<file path="src/rtl/rgb_batch_packer.sv">
// rtl/rgb_batch_packer.sv - packs DE-qualified RGB pixels into tagged per-channel batches
//
// Purpose:
//   Collects BATCH_SIZE consecutive active pixels per colour channel. Each batch
//   is tagged with its start-of-frame, start-of-line, batch index and line index.
//   Batches are offered downstream through a one-deep valid/ready output slot.
//   A batch that completes while the slot is still occupied is dropped, and the
//   sticky overflow flag is raised.
//
// Optional feature (macro RGB_BATCH_PACKER_STATS_EN):
//   Adds O_drop_count, a saturating count of dropped batches.
//   Adds O_frame_count, a wrapping count of VS edges.
//
// Ports:
//   I_rgb_clk                        pixel clock (sole clock)
//   I_rst_n                          asynchronous active-low reset
//   I_rgb_vs / I_rgb_hs / I_rgb_de   video timing (hs is informational only)
//   I_rgb_r / I_rgb_g / I_rgb_b      8-bit pixel colour
//   O_batch_r / O_batch_g / O_batch_b  packed batch, pixel k in bits [8k+7:8k]
//   O_batch_valid / I_batch_ready    output handshake
//   O_batch_sof / O_batch_sol        first batch of frame / of line
//   O_batch_idx / O_line_idx         batch index in line / line index in frame
//   O_overflow                       sticky: a completed batch was dropped
//   O_drop_count / O_frame_count     statistics (macro only)

module rgb_batch_packer #(
  parameter int BATCH_SIZE     = 8,
  parameter int H_ACTIVE       = 128,
  parameter int V_ACTIVE       = 32,
  parameter int VS_ACTIVE_HIGH = 1,
  localparam int IDX_W  = (H_ACTIVE / BATCH_SIZE > 1) ? $clog2(H_ACTIVE / BATCH_SIZE) : 1,
  localparam int LINE_W = (V_ACTIVE > 1) ? $clog2(V_ACTIVE) : 1,
  localparam int DATA_W = 8 * BATCH_SIZE
) (
  input  logic              I_rgb_clk,
  input  logic              I_rst_n,
  input  logic              I_rgb_vs,
  input  logic              I_rgb_hs,
  input  logic              I_rgb_de,
  input  logic [7:0]        I_rgb_r,
  input  logic [7:0]        I_rgb_g,
  input  logic [7:0]        I_rgb_b,
  output logic [DATA_W-1:0] O_batch_r,
  output logic [DATA_W-1:0] O_batch_g,
  output logic [DATA_W-1:0] O_batch_b,
  output logic              O_batch_valid,
  input  logic              I_batch_ready,
  output logic              O_batch_sof,
  output logic              O_batch_sol,
  output logic [IDX_W-1:0]  O_batch_idx,
  output logic [LINE_W-1:0] O_line_idx,
  output logic              O_overflow
`ifdef RGB_BATCH_PACKER_STATS_EN
  ,
  output logic [15:0]       O_drop_count,
  output logic [15:0]       O_frame_count
`endif
);

  localparam int FILL_W = (BATCH_SIZE > 1) ? $clog2(BATCH_SIZE) : 1;

  typedef enum logic {WAIT_VS, ACTIVE} frame_state_t;
  typedef enum logic {EMPTY, FULL} out_state_t;

  frame_state_t frame_state, frame_next;
  out_state_t   out_state, out_next;

  logic              vs_q;
  logic              de_q;
  logic              vs_edge;
  logic              de_rise;
  logic              de_fall;
  logic              line_end;
  logic              pix_en;
  logic              complete;
  logic              load;
  logic              drop;

  logic [FILL_W-1:0] fill_cnt;
  logic [FILL_W-1:0] fill_idx;
  logic [IDX_W-1:0]  batch_cnt;
  logic [IDX_W-1:0]  cur_batch_idx;
  logic [LINE_W-1:0] line_cnt;
  logic [LINE_W-1:0] cur_line;
  logic              sof_pending;
  logic              sol_pending;
  logic              tag_sof;
  logic              tag_sol;

  logic [DATA_W-1:0] fill_r, fill_g, fill_b;
  logic [DATA_W-1:0] batch_r, batch_g, batch_b;

  // Line boundaries come from DE alone.
  logic unused_hs;
  assign unused_hs = I_rgb_hs;

  // Edge detection against the registered syncs.
  assign vs_edge  = (VS_ACTIVE_HIGH != 0) ? (I_rgb_vs & ~vs_q) : (~I_rgb_vs & vs_q);
  assign de_rise  = I_rgb_de & ~de_q;
  assign de_fall  = ~I_rgb_de & de_q;
  assign line_end = de_fall & (frame_state == ACTIVE);

  // A VS edge takes effect before the pixel of the same cycle. That pixel is
  // therefore pixel 0 of the new frame, including on the WAIT_VS -> ACTIVE step.
  assign pix_en        = I_rgb_de & ((frame_state == ACTIVE) | vs_edge);
  assign fill_idx      = vs_edge ? '0 : fill_cnt;
  assign cur_batch_idx = vs_edge ? '0 : batch_cnt;
  assign cur_line      = vs_edge ? '0 : line_cnt;
  assign complete      = pix_en & (fill_idx == FILL_W'(BATCH_SIZE - 1));
  assign tag_sof       = sof_pending | vs_edge;
  assign tag_sol       = sol_pending | de_rise;

  assign load = complete & ((out_state == EMPTY) | I_batch_ready);
  assign drop = complete & (out_state == FULL) & ~I_batch_ready;

  assign O_batch_valid = (out_state == FULL);

  // The final pixel goes straight from the inputs into the output register.
  // Only slots 0..BATCH_SIZE-2 ever come from the fill registers.
  always_comb begin
    batch_r = fill_r;
    batch_g = fill_g;
    batch_b = fill_b;
    batch_r[8*(BATCH_SIZE-1) +: 8] = I_rgb_r;
    batch_g[8*(BATCH_SIZE-1) +: 8] = I_rgb_g;
    batch_b[8*(BATCH_SIZE-1) +: 8] = I_rgb_b;
  end

  // Frame FSM
  always_ff @(posedge I_rgb_clk or negedge I_rst_n) begin
    if (!I_rst_n) frame_state <= WAIT_VS;
    else          frame_state <= frame_next;
  end

  always_comb begin
    frame_next = frame_state;
    case (frame_state)
      WAIT_VS: if (vs_edge) frame_next = ACTIVE;
      ACTIVE:  frame_next = ACTIVE;
      default: frame_next = WAIT_VS;
    endcase
  end

  // Output FSM
  always_ff @(posedge I_rgb_clk or negedge I_rst_n) begin
    if (!I_rst_n) out_state <= EMPTY;
    else          out_state <= out_next;
  end

  always_comb begin
    out_next = out_state;
    case (out_state)
      EMPTY:   if (complete) out_next = FULL;
      FULL:    if (I_batch_ready && !complete) out_next = EMPTY;
      default: out_next = EMPTY;
    endcase
  end

  // Sync history
  always_ff @(posedge I_rgb_clk or negedge I_rst_n) begin
    if (!I_rst_n) begin
      vs_q <= (VS_ACTIVE_HIGH == 0);
      de_q <= 1'b0;
    end else begin
      vs_q <= I_rgb_vs;
      de_q <= I_rgb_de;
    end
  end

  // Position counters and tag flags
  always_ff @(posedge I_rgb_clk or negedge I_rst_n) begin
    if (!I_rst_n) begin
      fill_cnt    <= '0;
      batch_cnt   <= '0;
      line_cnt    <= '0;
      sof_pending <= 1'b0;
      sol_pending <= 1'b0;
    end else begin
      // fill_cnt wraps to 0 on completion because BATCH_SIZE is a power of two.
      if (pix_en)                   fill_cnt <= fill_idx + 1'b1;
      else if (vs_edge || line_end) fill_cnt <= '0;

      // Dropped batches still advance the index.
      if (complete)                 batch_cnt <= cur_batch_idx + 1'b1;
      else if (vs_edge || line_end) batch_cnt <= '0;

      if (vs_edge)       line_cnt <= '0;
      else if (line_end) line_cnt <= (line_cnt == LINE_W'(V_ACTIVE - 1)) ? '0 : line_cnt + 1'b1;

      if (vs_edge)       sof_pending <= 1'b1;
      else if (complete) sof_pending <= 1'b0;

      if (complete)     sol_pending <= 1'b0;
      else if (de_rise) sol_pending <= 1'b1;
    end
  end

  // Fill registers
  always_ff @(posedge I_rgb_clk or negedge I_rst_n) begin
    if (!I_rst_n) begin
      fill_r <= '0;
      fill_g <= '0;
      fill_b <= '0;
    end else if (pix_en) begin
      fill_r[8*int'(fill_idx) +: 8] <= I_rgb_r;
      fill_g[8*int'(fill_idx) +: 8] <= I_rgb_g;
      fill_b[8*int'(fill_idx) +: 8] <= I_rgb_b;
    end
  end

  // Output slot
  always_ff @(posedge I_rgb_clk or negedge I_rst_n) begin
    if (!I_rst_n) begin
      O_batch_r   <= '0;
      O_batch_g   <= '0;
      O_batch_b   <= '0;
      O_batch_sof <= 1'b0;
      O_batch_sol <= 1'b0;
      O_batch_idx <= '0;
      O_line_idx  <= '0;
      O_overflow  <= 1'b0;
    end else begin
      if (load) begin
        O_batch_r   <= batch_r;
        O_batch_g   <= batch_g;
        O_batch_b   <= batch_b;
        O_batch_sof <= tag_sof;
        O_batch_sol <= tag_sol;
        O_batch_idx <= cur_batch_idx;
        O_line_idx  <= cur_line;
      end
      if (drop) O_overflow <= 1'b1;
    end
  end

`ifdef RGB_BATCH_PACKER_STATS_EN
  always_ff @(posedge I_rgb_clk or negedge I_rst_n) begin
    if (!I_rst_n) begin
      O_drop_count  <= '0;
      O_frame_count <= '0;
    end else begin
      if (drop && (O_drop_count != 16'hFFFF)) O_drop_count <= O_drop_count + 16'd1;
      if (vs_edge) O_frame_count <= O_frame_count + 16'd1;
    end
  end
`else
  // Statistics counters are not built in this configuration.
`endif

endmodule

</file>
<file path="config.mk">
export PLATFORM = sky130hd
export DESIGN_NAME = rgb_batch_packer
export DESIGN_NICKNAME = d
export VERILOG_FILES = /design/src/rtl/rgb_batch_packer.sv
export SDC_FILE = /design/constraint.sdc
export NUM_CORES = 1
export LEC_CHECK = 0
export CAP_MARGIN = 15
export CORE_MARGIN = 5
export CORE_UTILIZATION = 55
export DETAILED_ROUTE_END_ITERATION = 10
export PLACE_DENSITY = 0.86
export SLEW_MARGIN = 20
export SYNTH_ARGS = -nofsm -noshare
export SYNTH_HDL_FRONTEND = slang
export SYNTH_SLANG_ARGS = --single-unit
export TNS_END_PERCENT = 30
</file>
<file path="constraint.sdc">
create_clock -name I_rgb_clk -period 6.1 [get_ports I_rgb_clk]
set_input_delay 0.915 -clock I_rgb_clk [delete_from_list [all_inputs] [get_ports I_rgb_clk]]
set_output_delay 0.915 -clock I_rgb_clk [all_outputs]
set_load 0.03 [all_outputs]
</file>
==> impl_metrics.yaml, run 1 <==
route:
  via_per_inst: 5.512
  drcViolationCount: 0
  wirelength_mm: 34.55
  drtIter0Drc: 473
  drt.antenna.violating_nets: 0
  num_vias: 9023
  avgRoutedWirePerCell_um: 21.11
  drt_first_pass_iters: 4
worst_setup_path:
  crit_path_end_kind: "register"
  arrival_ns: 4.72
  crit_fanout: 20
  cp.required_ns: 6.48
  rrSetupSlack_ns: 2.24
  critPathLaunchType: "input port"
  critPathKind: "in2reg"
final_layout:
  finalNonFillerCells: 1637
  drive_gt1_frac: 0.2924
  antenna_cells: 0
  num-nets-final: 1310
  layout_commonest_cell: "dfrtp_1"
  multi_input_area_mm2: 0.004902
  final_cell_mix: "dfrtp_1 (390), mux2_2 (272), clkdlybuf4s50_1 (232)"
  seqCellArea_mm2: 0.009759
  fillers: 1778
  syn2layout_area_growth_pct: 26.35
die:
  die_height_um: 175.5
  core_area_mm2: 0.02695
  initial_core_util: 0.5591
  num_rows: 60
  fp.dieArea_mm2: 0.03081
  die_x_um: 175.5
  io_pins: 235
cts:
  cts_resized: 0
  numCtsBuffers: 40
  cts_buffer_depth: 3
  h-tree-depth: 2
  cts_tree: "built"
  postCtsSetupBuffers: 0
  cts.sinks: 390
  clk_pin_slew_ns: 0.06
  cts_root_buffer: "clkbuf_16"
  insertion_delay_ns: 0.51
  cts_hold_buf: 0
timing:
  skew_ns: 0.01446
  fin_crit_ns: 4.334
  hold_violations: 0
  worst_slack_ns: 1.766
  fmax_ghz: 0.2307
  drv_slew: 0
  period_share: 0.7106
  worst_slew_pin_slew_ns: 1.011
  whs_ns: 0.3058
  rsz0062_at_grt: "no"
  max-slew-margin-rel: 0.3262
  setup_tns_ns: 0
  setup_viol: 0
status:
  status: "completed"
synth:
  netlist_instances: 1042
  async_flop_share: 1.000
  yosys.area_share.simple: 0.04891
  synth_cell_types: 42
  avgSynthCellArea_um2: 14.46
  synth_top_family_by_area: "multiplexers"
  seq_area_frac_synth: 0.6477
  synth-edff-count: 0
  yosys.area_share.xor_xnor: 0
  synth_warnings: 0
  synth_ff_type: "dfrtp_1"
  synth-compound-area-share: 0.03488
  synthAdderAreaFrac: 0.006643
  synthMuxAreaShare: 0.2319
  syn-cell-area_mm2: 0.01507
  syn-num-nets: 1080
  synth-seq-cells: 390
power_and_ir_drop:
  power.density_mw_per_mm2: 378.0
  power_w: 0.007196
  ir_drop_mv: 0.2973
  leakagePower_nw: 9.136
placed_design:
  portBuffers: 233
  gp_congestion: 0.7599
  place_inst: 1571
  dp_hpwl_mm: 22.06
  pre_cts_ws_ns: 1.297
grt:
  grt_use_total: 0.2278
  overflow: 0
  grt_start_max_net_pins: 181
  grt_pass1_wl_mm: 55.85
  antenna_found_initial: 0
  grt_pass1_vias: 9816
min_path:
  hold_class: "in2async"
flow_run:
  drv_cap: 0
==> synth_stat cells (8+ instances only) <==
cell      instances  area share
and2_1           26       0.011
mux2_1            9      0.0067
nor2_1            8      0.0020
nand2_1          57       0.014
nand3_1          35       0.012
mux2_2          272        0.20
mux2_4           20       0.020
clkbuf_1         18      0.0045
ha_1              8      0.0066
buf_2            31       0.010
dfrtp_1         390        0.65
o21ai_0          75       0.025
inv_1            41       0.010
==> layout make-up <==
type | instances | area share
Tap cell | 341 | 0.02241
Clock inverter | 14 | 0.009792
Timing Repair Buffer | 247 | 0.1309
Multi-Input combinational cell | 552 | 0.2575
Inverter | 41 | 0.008084
Sequential cell | 390 | 0.5126
Clock buffer | 52 | 0.05869
==> routing by layer <==
| layer | track usage | part of all wire | vias up |
|---|---|---|---|
| li1 | - | - | 4060 |
| met1 | 0.2923 | 0.41 | 4668 |
| met2 | 0.3851 | 0.49 | 248 |
| met3 | 0.07254 | 0.078 | 47 |
| met4 | 0.05003 | 0.018 | 0 |
| met5 | 0 | 0 | - |
==> metrics by stage <==
step	instance area, um^2	utilization
floorplan	15070	-
global placement	17730	0.6580
detailed placement	17730	0.6580
CTS	19040	0.7064
global route	19040	0.7064
finish	19040	0.7064
==> final timing paths <==
kind                                                from                   endpoint  cells past startpoint
worst max-delay path                            I_rgb_vs     fill_b[30]$_DFFE_PN0P_                      9
worst min-delay path                             I_rst_n  O_batch_b[24]$_DFFE_PN0P_                      1
worst max register to register            vs_q$_DFF_PN0_     fill_b[30]$_DFFE_PN0P_                      8
worst min register to register  O_batch_g[8]$_DFFE_PN0P_   O_batch_g[8]$_DFFE_PN0P_                      2
max in group asynchronous                        I_rst_n     fill_g[46]$_DFFE_PN0P_                      2
min in group I_rgb_clk          O_batch_g[8]$_DFFE_PN0P_   O_batch_g[8]$_DFFE_PN0P_                      2
==> logic make-up (layout without fill, tap and decap cells) <==
logic type               count (synthesis)  after routing
flip-flops                             390            390
multiplexers                           304            304
AND/OR/NAND/NOR                        145            145
buffers and inverters                  100            354
AO/OA/AOI/OAI                           95             95
adder cells (fa/ha/maj)                  8              8
==> critical path: stages <==
cell	delay [ns]
clkdlybuf4s50_1	0.46
nand2b_1	0.58
nand2_1	0.37
ha_1	0.30
ha_1	0.32
inv_1	0.17
nor4_4	0.71
buf_4	0.46
mux2_2	0.40
==> state kept, by name, summed over array words and instances (netlist names), 5 cells and up <==
name,count
fill_g,56
line_cnt,5
fill_r,56
O_batch_r,64
O_batch_b,64
fill_b,56
O_batch_g,64
O_line_idx,5
==> power breakdown <==
| group | switching (W) | leakage, nW | internal, W |
|---|---|---|---|
| Combinational | 0.000713 | 3.26 | 0.000658 |
| Clock | 0.000958 | 0.639 | 0.00146 |
| Sequential | 0.000276 | 5.24 | 0.00313 |
No activity file was read; power rests on OpenSTA's default activity.
==> inputs of run 2 (changes only) <==
CORE_UTILIZATION = 54   (was 55)
PLACE_DENSITY = 0.85   (was 0.86)
clock period = 4.1 ns   (was 6.1 ns; I/O delays follow)
==> run 2 against run 1 <==
Effect of this change:
- sequential cell count did not move
- first-iteration DRC count rose by 22%
- setup slack got worse by 0.96 ns
- non-clock buffer count rose by 8
- clock-buffer cell count is 10 higher
- combinational power increased by 49%
- final area grew 1.1%
- sequential share of layout area decreased by 0.58 points
- core utilization down 1.1 points
- global-route usage is 0.25 points lower
- critical endpoint is now fill_g[1]$_DFFE_PN0P_
- highest routed layer unchanged
==> impl_metrics.yaml, run 2 (synthesis results as in run 1) <==
status:
  status: "completed"
placed_design:
  portBuffers: 233
  dp_hpwl_mm: 22.70
  pre_cts_ws_ns: 0.2688
  gp_congestion: 0.8143
route:
  highest_layer: "met4"
  via_per_inst: 5.398
  avgRoutedWirePerCell_um: 20.68
  drt.antenna.violating_nets: 0
  drtIter0Drc: 579
  drt_first_pass_iters: 4
  met3_length_mm: 2.457
  wirelength_mm: 34.88
  wl_met1_mm: 14.80
  num_vias: 9106
  drcViolationCount: 0
  wl_met2_mm: 16.65
timing:
  fmax_ghz: 0.3032
  skew_ns: 0.01865
  setup_viol: 0
  worst_slack_ns: 0.8016
  worst_slew_pin_slew_ns: 0.8906
  setup_tns_ns: 0
  period_share: 0.8045
  hold_violations: 0
  max-slew-margin-rel: 0.4063
  drv_slew: 0
  fin_crit_ns: 3.298
  rsz0062_at_grt: "no"
grt:
  grt_pass1_vias: 9874
  grt_start_max_net_pins: 115
  overflow: 0
  grt_use_total: 0.2253
  antenna_found_initial: 0
  grt_pass1_wl_mm: 55.86
min_path:
  hold_class: "in2async"
worst_setup_path:
  critPathKind: "in2reg"
  endpoint: "fill_g[1]$_DFFE_PN0P_"
  crit_start: "I_rgb_vs"
  reg2regPathDepth: 8
  regToRegStartpoint: "vs_q$_DFF_PN0_"
  arrival_ns: 3.70
  critPathLaunchType: "input port"
  cp.required_ns: 4.50
  crit_path_end_kind: "register"
  reg2reg_to: "fill_g[1]$_DFFE_PN0P_"
  rrSetupSlack_ns: 1.00
  crit_fanout: 24
final_layout:
  antenna_cells: 0
  syn2layout_area_growth_pct: 27.80
  reg.largest.list: "O_batch_b x64, O_batch_g x64, O_batch_r x64"
  num-nets-final: 1317
  drive_gt1_frac: 0.2956
  final_cell_mix: "dfrtp_1 (390), mux2_2 (272), clkdlybuf4s50_1 (232)"
  layout_commonest_cell: "dfrtp_1"
die:
  die_x_um: 177.0
  io_pins: 235
  core_area_mm2: 0.02771
  die_height_um: 177.0
  num_rows: 61
  initial_core_util: 0.5439
  fp.dieArea_mm2: 0.03134
cts:
  numCtsBuffers: 39
  cts_resized: 0
  cts_buffer_depth: 3
  cts_tree: "built"
  cts_hold_buf: 0
  cts_root_buffer: "clkbuf_16"
  clk_pin_slew_ns: 0.06
  postCtsSetupBuffers: 0
  insertion_delay_ns: 0.52
  cts.sinks: 390
  h-tree-depth: 2
power_and_ir_drop:
  leakagePower_nw: 9.224
  ir_drop_mv: 0.4503
  power.density_mw_per_mm2: 564.2
  power_w: 0.01087
flow_run:
  drv_cap: 0
-- run 2: power by group --
group	switching, W	internal (W)	leakage [nW]
sequential	0.000396	0.00466	5.24
combinational	0.00106	0.000985	3.31
clock	0.00145	0.00232	0.675
-- run 2: final cells by class --
cell class,instances,area [um^2]
fillers,1900,8448
clock buffers,62,1194
repair buffers,255,2590
clock inverters,9,185.2
inverters,41,153.9
well taps,378,473.0
flip-flops and latches,390,9759
multi-input cells,552,4902
-- run 2: routing by layer --
layer / global-route usage / vias up
met5: 0 / -
met4: 0.06351 / 0
met3: 0.06259 / 62
met2: 0.3661 / 230
met1: 0.3014 / 4728
li1: - / 4086
-- run 2: worst min path at each step --
| stage | endpoint | slack, ns |
|---|---|---|
| floorplan | O_batch_b[0]$_DFFE_PN0P_ | 0.32 |
| global placement | O_batch_g[9]$_DFFE_PN0P_ | 0.46 |
| detailed placement | O_overflow$_DFFE_PN0P_ | 0.47 |
| CTS | O_batch_b[27]$_DFFE_PN0P_ | 0.19 |
| global route | O_batch_b[27]$_DFFE_PN0P_ | 0.22 |
| finish | O_batch_b[27]$_DFFE_PN0P_ | 0.14 |
-- run 2: metrics by stage --
| step | cell area, um^2 | hold slack, ns | std cells | util |
|---|---|---|---|---|
| after floorplan | 15070 | 0.3194 | 1042 | - |
| after global placement | 17880 | 0.4608 | 1616 | 0.6453 |
| after detailed placement | 17880 | 0.4703 | 1616 | 0.6453 |
| after CTS | 19260 | 0.1927 | 1687 | 0.6951 |
| after global routing | 19260 | 0.2233 | 1687 | 0.6951 |
| final | 19260 | 0.1367 | 1687 | 0.6951 |
-- run 2: critical path, stage by stage --
cell             delay, ns
clkdlybuf4s50_1       0.47
nand2b_1              0.23
nand2_1               0.23
ha_1                  0.26
ha_1                  0.32
inv_1                 0.28
o211ai_1              0.16
or4_4                 0.72
mux2_4                0.39
==> inputs of run 3 (changes only) <==
clock period = 3.3 ns   (was 4.1 ns; I/O delays follow)
==> run 3 against run 2 <==
Effect of this change:
- global-route usage about the same
- first-iteration DRC count is 8.3% lower
- hold slack got worse by 0.10 ns
==> impl_metrics.yaml, run 3 (synthesis results as in run 1) <==
cts:
  cts_tree: "built"
  clk_pin_slew_ns: 0.06
  numCtsBuffers: 39
  cts_buffer_depth: 3
  insertion_delay_ns: 0.52
  h-tree-depth: 2
  cts_resized: 0
  postCtsSetupBuffers: 0
  cts.sinks: 390
  cts_root_buffer: "clkbuf_16"
  cts_hold_buf: 0
grt:
  grt_use_total: 0.2252
  grt_pass1_wl_mm: 55.58
  grt_pass1_vias: 9813
  antenna_found_initial: 0
  grt_start_max_net_pins: 99
  overflow: 0
timing:
  rsz0062_at_grt: "no"
  setup_tns_ns: 0
  hold_violations: 0
  max-slew-margin-rel: 0.4572
  drv_slew: 0
  worst_slew_pin_slew_ns: 0.8107
  period_share: 0.8274
  setup_viol: 0
  fin_crit_ns: 2.730
  skew_ns: 0.01910
  worst_slack_ns: 0.5695
  fmax_ghz: 0.3662
die:
  fp.dieArea_mm2: 0.03134
  initial_core_util: 0.5439
  io_pins: 235
  die_x_um: 177.0
  die_height_um: 177.0
  core_area_mm2: 0.02771
  num_rows: 61
final_layout:
  syn2layout_area_growth_pct: 27.96
  reg.largest.list: "O_batch_b x64, O_batch_g x64, O_batch_r x64"
  antenna_cells: 0
  finalNonFillerCells: 1695
  layout_commonest_cell: "dfrtp_1"
  final_cell_mix: "dfrtp_1 (390), mux2_2 (272), clkdlybuf4s50_1 (232)"
  drive_gt1_frac: 0.3014
  fillers: 1860
  num-nets-final: 1328
worst_setup_path:
  reg2regPathDepth: 8
  critPathLaunchType: "input port"
  arrival_ns: 3.12
  crit_chain: "clkdlybuf4s50_1 -> nand2b_1 -> buf_4 -> nand2_1 -> ha_1 -> inv_1 -> o211ai_1 -> or4_4 -> mux2_4"
  critPathKind: "in2reg"
  rrSetupSlack_ns: 0.63
  regToRegStartpoint: "vs_q$_DFF_PN0_"
  crit_path_end_kind: "register"
  critical-path-max-stage-delay_ns: 0.72
  cp.required_ns: 3.69
  crit_start: "I_rgb_vs"
  cp_slowest_cell: "or4_4"
  reg2reg_to: "fill_g[7]$_DFFE_PN0P_"
  crit_fanout: 24
route:
  via_per_inst: 5.421
  num_vias: 9189
  wirelength_mm: 34.84
  drt.antenna.violating_nets: 0
  drtIter0Drc: 531
  avgRoutedWirePerCell_um: 20.56
  drcViolationCount: 0
  drt_first_pass_iters: 4
status:
  status: "completed"
placed_design:
  gp_congestion: 0.7935
  pre_cts_ws_ns: 0.05009
  portBuffers: 233
  dp_hpwl_mm: 23.00
  place_inst: 1627
min_path:
  hold_class: "in2async"
power_and_ir_drop:
  power.density_mw_per_mm2: 683.9
  leakagePower_nw: 9.247
  ir_drop_mv: 0.4740
flow_run:
  drv_cap: 0
run 3: how the worst max path moves through the flow:
stage,endpoint,slack [ns],depth (start not counted)
floorplan,fill_b[0]$_DFFE_PN0P_,0.29,12
CTS,fill_g[7]$_DFFE_PN0P_,0.59,9
global placement,fill_g[30]$_DFFE_PN0P_,0.13,10
detailed placement,fill_r[5]$_DFFE_PN0P_,0.05,9
global route,fill_b[1]$_DFFE_PN0P_,0.47,9
finish,fill_g[7]$_DFFE_PN0P_,0.57,9
run 3: final cells by class:
cell class | count | area [um^2] | share of cell area
sequential | 390 | 9759 | 0.5062
tap | 378 | 473.0 | 0.02453
multi-input combinational | 552 | 4902 | 0.2543
clock buffer | 53 | 1090 | 0.05652
clock inverter | 15 | 167.7 | 0.008696
timing repair buffer | 266 | 2735 | 0.1419
inverter | 41 | 153.9 | 0.007982
run 3: metal layers:
layer,share of wire,track usage,up-vias
met3,0.070,0.06131,59
met4,0.025,0.06544,0
met2,0.48,0.3648,245
met1,0.42,0.3025,4784
li1,-,-,4101
met5,0,0,-
run 3: critical path, delay by kind of cell:
kind | cells | cell delay [ns]
AOI/OAI and AO/OA | 1 | 0.10
adders and majority gates | 1 | 0.35
buffers and inverters | 3 | 0.80
and+or+nand+nor | 3 | 0.99
muxes | 1 | 0.39
run 3: where the power goes:
| group | internal, W | switching [W] | leakage [nW] | total [W] |
|---|---|---|---|---|
| registers | 0.00579 | 0.000504 | 5.24 | 0.00630 |
| clock network | 0.00256 | 0.00177 | 0.621 | 0.00432 |
| logic | 0.00124 | 0.00132 | 3.39 | 0.00257 |
| total | 0.00959 | 0.00359 | 9.25 | 0.0132 |
run 3: metrics by stage:
step           cell area [um^2]  total power (W)  hold slack [ns]  utilization
6_report                  19280          0.01319          0.03217       0.6959
3_3_place_gp              18020         0.008791           0.4625       0.6505
3_5_place_dp              18020         0.008945           0.4708       0.6505
4_1_cts                   19280          0.01331          0.04184       0.6959
5_1_grt                   19280          0.01381          0.07780       0.6959
2_1_floorplan             15070         0.007843           0.1994            -
